==> src/rtl/btn_debounce.sv <==
// Push-button synchroniser and four-state debouncer with press/release/long strobes
// and a 2-bit press-cycled speed selector. Optional long-press via `BTN_LONGPRESS_EN.
module btn_debounce #(
    parameter int DEBOUNCE_CYCLES = 250000,
    parameter int LONG_CYCLES     = 25000000,
    parameter bit BTN_ACTIVE_LOW  = 1'b1
) (
    input  logic       clk,
    input  logic       rst,
    input  logic       btn_raw,
    output logic       btn_level,
    output logic       press_pulse,
    output logic       release_pulse,
    output logic       long_pulse,
    output logic [1:0] speed
);

    localparam int CNT_W = $clog2(DEBOUNCE_CYCLES + 1);
    localparam logic [CNT_W-1:0] CNT_LAST = CNT_W'(DEBOUNCE_CYCLES - 1);

    typedef enum logic [1:0] {
        IDLE         = 2'd0,
        PRESS_WAIT   = 2'd1,
        DOWN         = 2'd2,
        RELEASE_WAIT = 2'd3
    } state_t;

    state_t           state, state_nx;
    logic             s1, s2;
    logic [CNT_W-1:0] cnt, cnt_nx;
    logic             level_nx, press_nx, release_nx;
    logic [1:0]       speed_nx;

`ifdef BTN_LONGPRESS_EN
    localparam int HOLD_W = $clog2(LONG_CYCLES + 1);
    localparam logic [HOLD_W-1:0] HOLD_LAST = HOLD_W'(LONG_CYCLES - 1);

    logic [HOLD_W-1:0] hold, hold_nx;
    logic              fired, fired_nx;
    logic              long_nx;
`endif

    // Polarity is normalised before the first flop so s1/s2 always mean pressed = 1.
    always_ff @(posedge clk) begin
        if (rst) begin
            s1 <= 1'b0;
            s2 <= 1'b0;
        end else begin
            s1 <= btn_raw ^ BTN_ACTIVE_LOW;
            s2 <= s1;
        end
    end

    always_comb begin
        state_nx   = state;
        cnt_nx     = cnt;
        level_nx   = btn_level;
        press_nx   = 1'b0;
        release_nx = 1'b0;
        speed_nx   = speed;
`ifdef BTN_LONGPRESS_EN
        hold_nx    = hold;
        fired_nx   = fired;
        long_nx    = 1'b0;
`endif
        case (state)
            IDLE: begin
                if (s2) begin
                    state_nx = PRESS_WAIT;
                    cnt_nx   = '0;
                end
            end
            PRESS_WAIT: begin
                if (!s2) begin
                    state_nx = IDLE;
                    cnt_nx   = '0;
                end else if (cnt == CNT_LAST) begin
                    state_nx = DOWN;
                    cnt_nx   = '0;
                    level_nx = 1'b1;
                    press_nx = 1'b1;
                    speed_nx = speed + 2'd1;
`ifdef BTN_LONGPRESS_EN
                    hold_nx  = '0;
                    fired_nx = 1'b0;
`endif
                end else begin
                    cnt_nx = cnt + CNT_W'(1);
                end
            end
            DOWN: begin
                if (!s2) begin
                    state_nx = RELEASE_WAIT;
                    cnt_nx   = '0;
                end
`ifdef BTN_LONGPRESS_EN
                // hold freezes once the strobe has fired, so it never wraps.
                else if (!fired) begin
                    if (hold == HOLD_LAST) begin
                        long_nx  = 1'b1;
                        speed_nx = 2'd0;
                        fired_nx = 1'b1;
                    end else begin
                        hold_nx = hold + HOLD_W'(1);
                    end
                end
`endif
            end
            RELEASE_WAIT: begin
                // A bounce back to pressed resumes the same press; hold is kept.
                if (s2) begin
                    state_nx = DOWN;
                    cnt_nx   = '0;
                end else if (cnt == CNT_LAST) begin
                    state_nx   = IDLE;
                    cnt_nx     = '0;
                    level_nx   = 1'b0;
                    release_nx = 1'b1;
                end else begin
                    cnt_nx = cnt + CNT_W'(1);
                end
            end
            default: begin
                state_nx = IDLE;
                cnt_nx   = '0;
            end
        endcase
    end

    always_ff @(posedge clk) begin
        if (rst) begin
            state         <= IDLE;
            cnt           <= '0;
            btn_level     <= 1'b0;
            press_pulse   <= 1'b0;
            release_pulse <= 1'b0;
            speed         <= 2'd0;
        end else begin
            state         <= state_nx;
            cnt           <= cnt_nx;
            btn_level     <= level_nx;
            press_pulse   <= press_nx;
            release_pulse <= release_nx;
            speed         <= speed_nx;
        end
    end

`ifdef BTN_LONGPRESS_EN
    always_ff @(posedge clk) begin
        if (rst) begin
            hold       <= '0;
            fired      <= 1'b0;
            long_pulse <= 1'b0;
        end else begin
            hold       <= hold_nx;
            fired      <= fired_nx;
            long_pulse <= long_nx;
        end
    end
`else
    assign long_pulse = 1'b0;
`endif

endmodule

==> config.mk <==
export PLATFORM = sky130hd
export DESIGN_NAME = btn_debounce
export DESIGN_NICKNAME = d
export VERILOG_FILES = /design/src/rtl/btn_debounce.sv
export SDC_FILE = /design/constraint.sdc
export NUM_CORES = 1
export LEC_CHECK = 0
export ABC_CLOCK_PERIOD_IN_PS = 2000
export CAP_MARGIN = 20
export CORE_MARGIN = 2
export CORE_UTILIZATION = 46
export DETAILED_ROUTE_END_ITERATION = 12
export PLACE_DENSITY = 0.68
export SYNTH_ARGS = -nofsm -noshare
export SYNTH_HDL_FRONTEND = slang
export SYNTH_SLANG_ARGS = --single-unit
==> constraint.sdc <==
create_clock -name clk -period 2 [get_ports clk]
set_input_delay 0.4 -clock clk [delete_from_list [all_inputs] [get_ports clk]]
set_output_delay 0.4 -clock clk [all_outputs]
set_load 0.02 [all_outputs]
# After elaboration in Yosys (flattened, before gate mapping)
# Index checks and enable logic that the tools add are counted.
# totals
elab_cells	53
reg_bits	27
out_inout_bits	6
inputBits	3
# classes
n_eq_ne	12
addsub	2
reduce_logical	8
n_mux	19
bitwise	4
# op_table
cell	count
$mux 18	5
$pmux 18 s4	1
$add 18x1->18 const B	1
$eq 18x18->1 const B	1
$mux 2	6
$ne 2x2->1 const B	6
$pmux 2 s4	1
$ne 3x3->1 const B	2
$reduce_or 3->1	2
$mux 1	5
$reduce_and 5->1	1
$eq 2x2->1 const B	2
$not 1->1	4
$reduce_and 4->1	1
$reduce_and 3->1	1
$add 2x1->2 const B	1
$eq 2x1->1 const B	1
$logic_not 2->1	1
$pmux 1 s2	1
$reduce_and 2->1	1
$reduce_bool 2->1	1

# Depth between registers and ports, before layout
# logic_depth
depth_word	4
mapped_depth	7
mapped_depth_nobuf	6

# Least setup slack after synthesis
# Ideal clock, no wire load.
# synth_timing
path_type	reg-to-reg
startpoint	reg cnt[0]
endpoint	reg cnt[16]
arrival_ns	1.681
synth_period_minus_slack_ns	1.743
setup_ns	0.062
n_path_buf	0
path_stages_with_launch	7
slack_ns	0.257
required_ns	1.938
path_cell_list	dfxtp_1 > ha_1 > and3_1 > and3_1 > a21o_2 > or4_1 > nand3_1
# synth_between
elab_chain_len	4
word_cells_on_any_way	6
classes_between	add/sub (1); eq/ne (1); mux (4)
# synth_rtl
element	line_no	rtl
start, declared	30	logic [CNT_W-1:0] cnt, cnt_nx;
start signal, assigned	140	cnt <= cnt_nx;
$add 18x1->18 or $eq 18x18->1 (tied branches)	--	
$mux 18 (*)	77, 114	
$mux 18 (on tied branches)	111, 74	
$pmux 18 s4 (*)	66	case (state)
# Mark *: on every way between the ends. The rest lies on a longest branch, timed or not.
# A chain may end at the register's enable or synchronous reset.

# Worst setup path in the final report
# Ends and elaborated chain as after synthesis.

==> results.cfg <==
[power_and_ir_drop]
p_leak_nw = 0.5339
p_per_area_mw_per_mm2 = 555.3
power_mw = 0.8421
peakVddDrop_uv = 489.3

[min_path]
holdPathEnd = s2$_SDFF_PP0_
hold_start = s1$_SDFF_PP0_
worstHoldPathType = flop to flop
min_path_cells = 1

[critical_path]
timing.rr.start = cnt[0]$_SDFFE_PP0P_
path_cells = ha_1 > and3_1 > and3_1 > a21o_2 > or4_1 > nand3_1
required_ns = 2.29
crit_start = cnt[0]$_SDFFE_PP0P_
critPathLaunchType = flop
reg2reg_depth = 6
path_buf_inv = 0
regToRegSetupSlack_ns = 0.10
critical-path-max-stage-delay_ns = 0.48
cp-end-kind = flop
crit_type = flop to flop
crit_slowest_cell = or4_1
crit_family = simple AND/OR/NAND/NOR gates
critPathArrivalTime_ns = 2.19
path_max_fanout = 11
cp_common_cell = and3_1
r2r_end = cnt[16]$_SDFFE_PP0P_

[sta]
setup_tns_ns = 0
finClkSkew_ns = 0.008375
drv_slew = 0
grt_setup_unrepaired = false
timing.hold.ws_ns = 0.4549
finalSetupViolCount = 0
hold_violations = 0
fmax_ghz = 0.5266
min_period_ns = 1.899
timing.final.crit_share = 0.9494

[placement]
place.gp.congestion = 0.7896
hpwl_mm = 1.877
io_buffers = 7

[synth]
yosysSeqAreaShare = 0.3996
synth_area_per_cell_sq_um = 8.507
synth_edf_count = 0
ys.flop_type = dfxtp_1
syn-num-nets = 163
synthTopCellsByCount = dfxtp_1, nand2_1, nand3_1, o21ai_0
post-synth-top-count-cell = dfxtp_1
yosysUniqueCellTypes = 46
yosysTopAreaCellShare = 0.3996
synth_area_sq_mm = 0.001353
synth_top_cells_by_area = dfxtp_1, nand3_1, nand2_1
synth_top_area_cell = dfxtp_1
syn_inst = 159
ys_async_sr_fraction = 0
ys_seq_elements = 27
yosys_warnings = 0

[route]
dr_total_vias = 1126
drc = 0
drt_first_pass_iters = 4
drtIter0Drc = 37
drt-wirelength-per-cell_microns = 12.72
wirelength_mm = 2.543
postRouteAntennaNets = 0
via_per_inst = 5.630

[finish]
n_antenna_cell = 0
nFillCells = 270
final_nets = 174
area_growth_syn_to_layout_pct = 12.12
drive_above_1_share = 0.1420

[cts]
cts_buffers = 3
clk_pin_slew_ns = 0.16
cts_num_sinks = 27
clock-root-buffer = clkbuf_4
cts_buffer_depth = 2
tritoncts = yes
clkLatencyLatePin_ns = 0.34
htreeDepth = 1

[global_routing]
gr-total-overflow = 0
grt_pass1_vias = 1000
grt_first_pass_wirelength_mm = 4.347
antenna_found_initial = 0
grt_usage = 0.1656
grt_max_degree = 18

[floorplan]
die_h_microns = 58.23
dieArea_sq_mm = 0.003390
row_count = 19
core_area_sq_mm = 0.002781
start_util = 0.4863
io-pin-count = 9
die_w_microns = 58.23

[run]
drv_cap = 0

[outcome]
status = finished, final reports clean
==> report_power, final <==
part	internal, mW	switching (mW)
Clock	0.0818	0.174
Combinational	0.0178	0.0227
Sequential	0.543	0.00355
==> metal layers <==
| layer | vias up | GRT usage | share of wire |
|---|---|---|---|
| met5 | - | 0 | 0 |
| li1 | 583 | - | - |
| met3 | 4 | 0.04018 | 0.029 |
| met1 | 525 | 0.2161 | 0.50 |
| met2 | 14 | 0.2711 | 0.46 |
| met4 | 0 | 0.04983 | 0.0098 |
==> final cells by class <==
class	instances	area [sq um]	share of cell area
timing repair buffer	14	135.1	0.08911
sequential	27	541.8	0.3573
inverter	8	30.03	0.01980
clock inverter	1	8.758	0.005776
multi-input combinational	116	739.5	0.4876
clock buffer	3	22.52	0.01485
tap	31	38.79	0.02558
==> registers in the layout (all words and copies together) (netlist names), named ones only <==
signal	count
state	1
cnt	18
s2	1
btn_level	1
s1	1
press_pulse	1
speed	2
release_pulse	1
==> worst register-to-register path, stage by stage, from the launching register on <==
cell     delay [ns]
dfxtp_2        0.37
ha_1           0.24
and3_1         0.20
and3_1         0.20
a21o_2         0.29
or4_1          0.48
nand3_1        0.09
==> layout by cell type, fill, tap and decap left out, types with 2 or more instances in the layout <==
master           synthesis  layout
a21oi_1                  7       7
a21oi_2                  2       2
a31oi_1                  2       2
and3_1                   4       4
buf_4                    1       6
clkbuf_4                 0       3
clkdlybuf4s50_1          0       7
dfxtp_1                 27      26
inv_1                    8       8
mux2i_1                  3       3
nand2_1                 17      17
nand3_1                 17      17
nand4_1                  4       4
nor2_1                   8       8
nor2b_1                  3       2
nor3b_1                  2       2
nor4_4                   1       2
o21ai_0                  9       9
o21ai_1                  2       2
or3_1                    7       7
xnor2_1                  2       2
xor2_1                   3       3
==> through the flow <==
stage	util	instances	instance area (sq um)	worst slack, ns
final	0.5452	200	1516	0.1011
after detailed placement	0.5272	196	1466	0.07797
after floorplan	-	159	1353	0.2572
after global placement	0.5272	196	1466	0.1015
after CTS	0.5385	200	1498	0.06233
after global routing	0.5452	200	1516	0.003269
==> cell families (layout without fill, tap and decap cells) <==
| kind of cell | count (synthesis) | count (layout) | share of synthesized area |
|---|---|---|---|
| other | 1 | 1 | 0.002773 |
| buffers and inverters | 16 | 26 | 0.06660 |
| adder cells (fa/ha/maj) | 1 | 1 | 0.009249 |
| multiplexers | 3 | 3 | 0.02220 |
| flip-flops | 27 | 27 | 0.3996 |
| XOR/XNOR | 6 | 6 | 0.04441 |
| AND/OR/NAND/NOR | 77 | 77 | 0.3247 |
| AO/OA/AOI/OAI | 28 | 28 | 0.1304 |
==> what timing repair did <==
item,CTS,global route
hold buffers,0,0
endpoints found under the setup margin,0,3
setup buffers,0,0
resized for setup,0,4
==> worst max path at each step <==
stage                                      end  slack, ns  depth (start not counted)
after CTS                 cnt[16]$_SDFFE_PP0P_       0.06                          6
final                     cnt[16]$_SDFFE_PP0P_       0.10                          6
after detailed placement  cnt[16]$_SDFFE_PP0P_       0.08                          5
after floorplan           cnt[16]$_SDFFE_PP0P_       0.26                          6
after global placement    cnt[16]$_SDFFE_PP0P_       0.10                          5
after global routing      cnt[16]$_SDFFE_PP0P_      0.003                          6
Note: power is estimated with default switching activity, not from simulation.
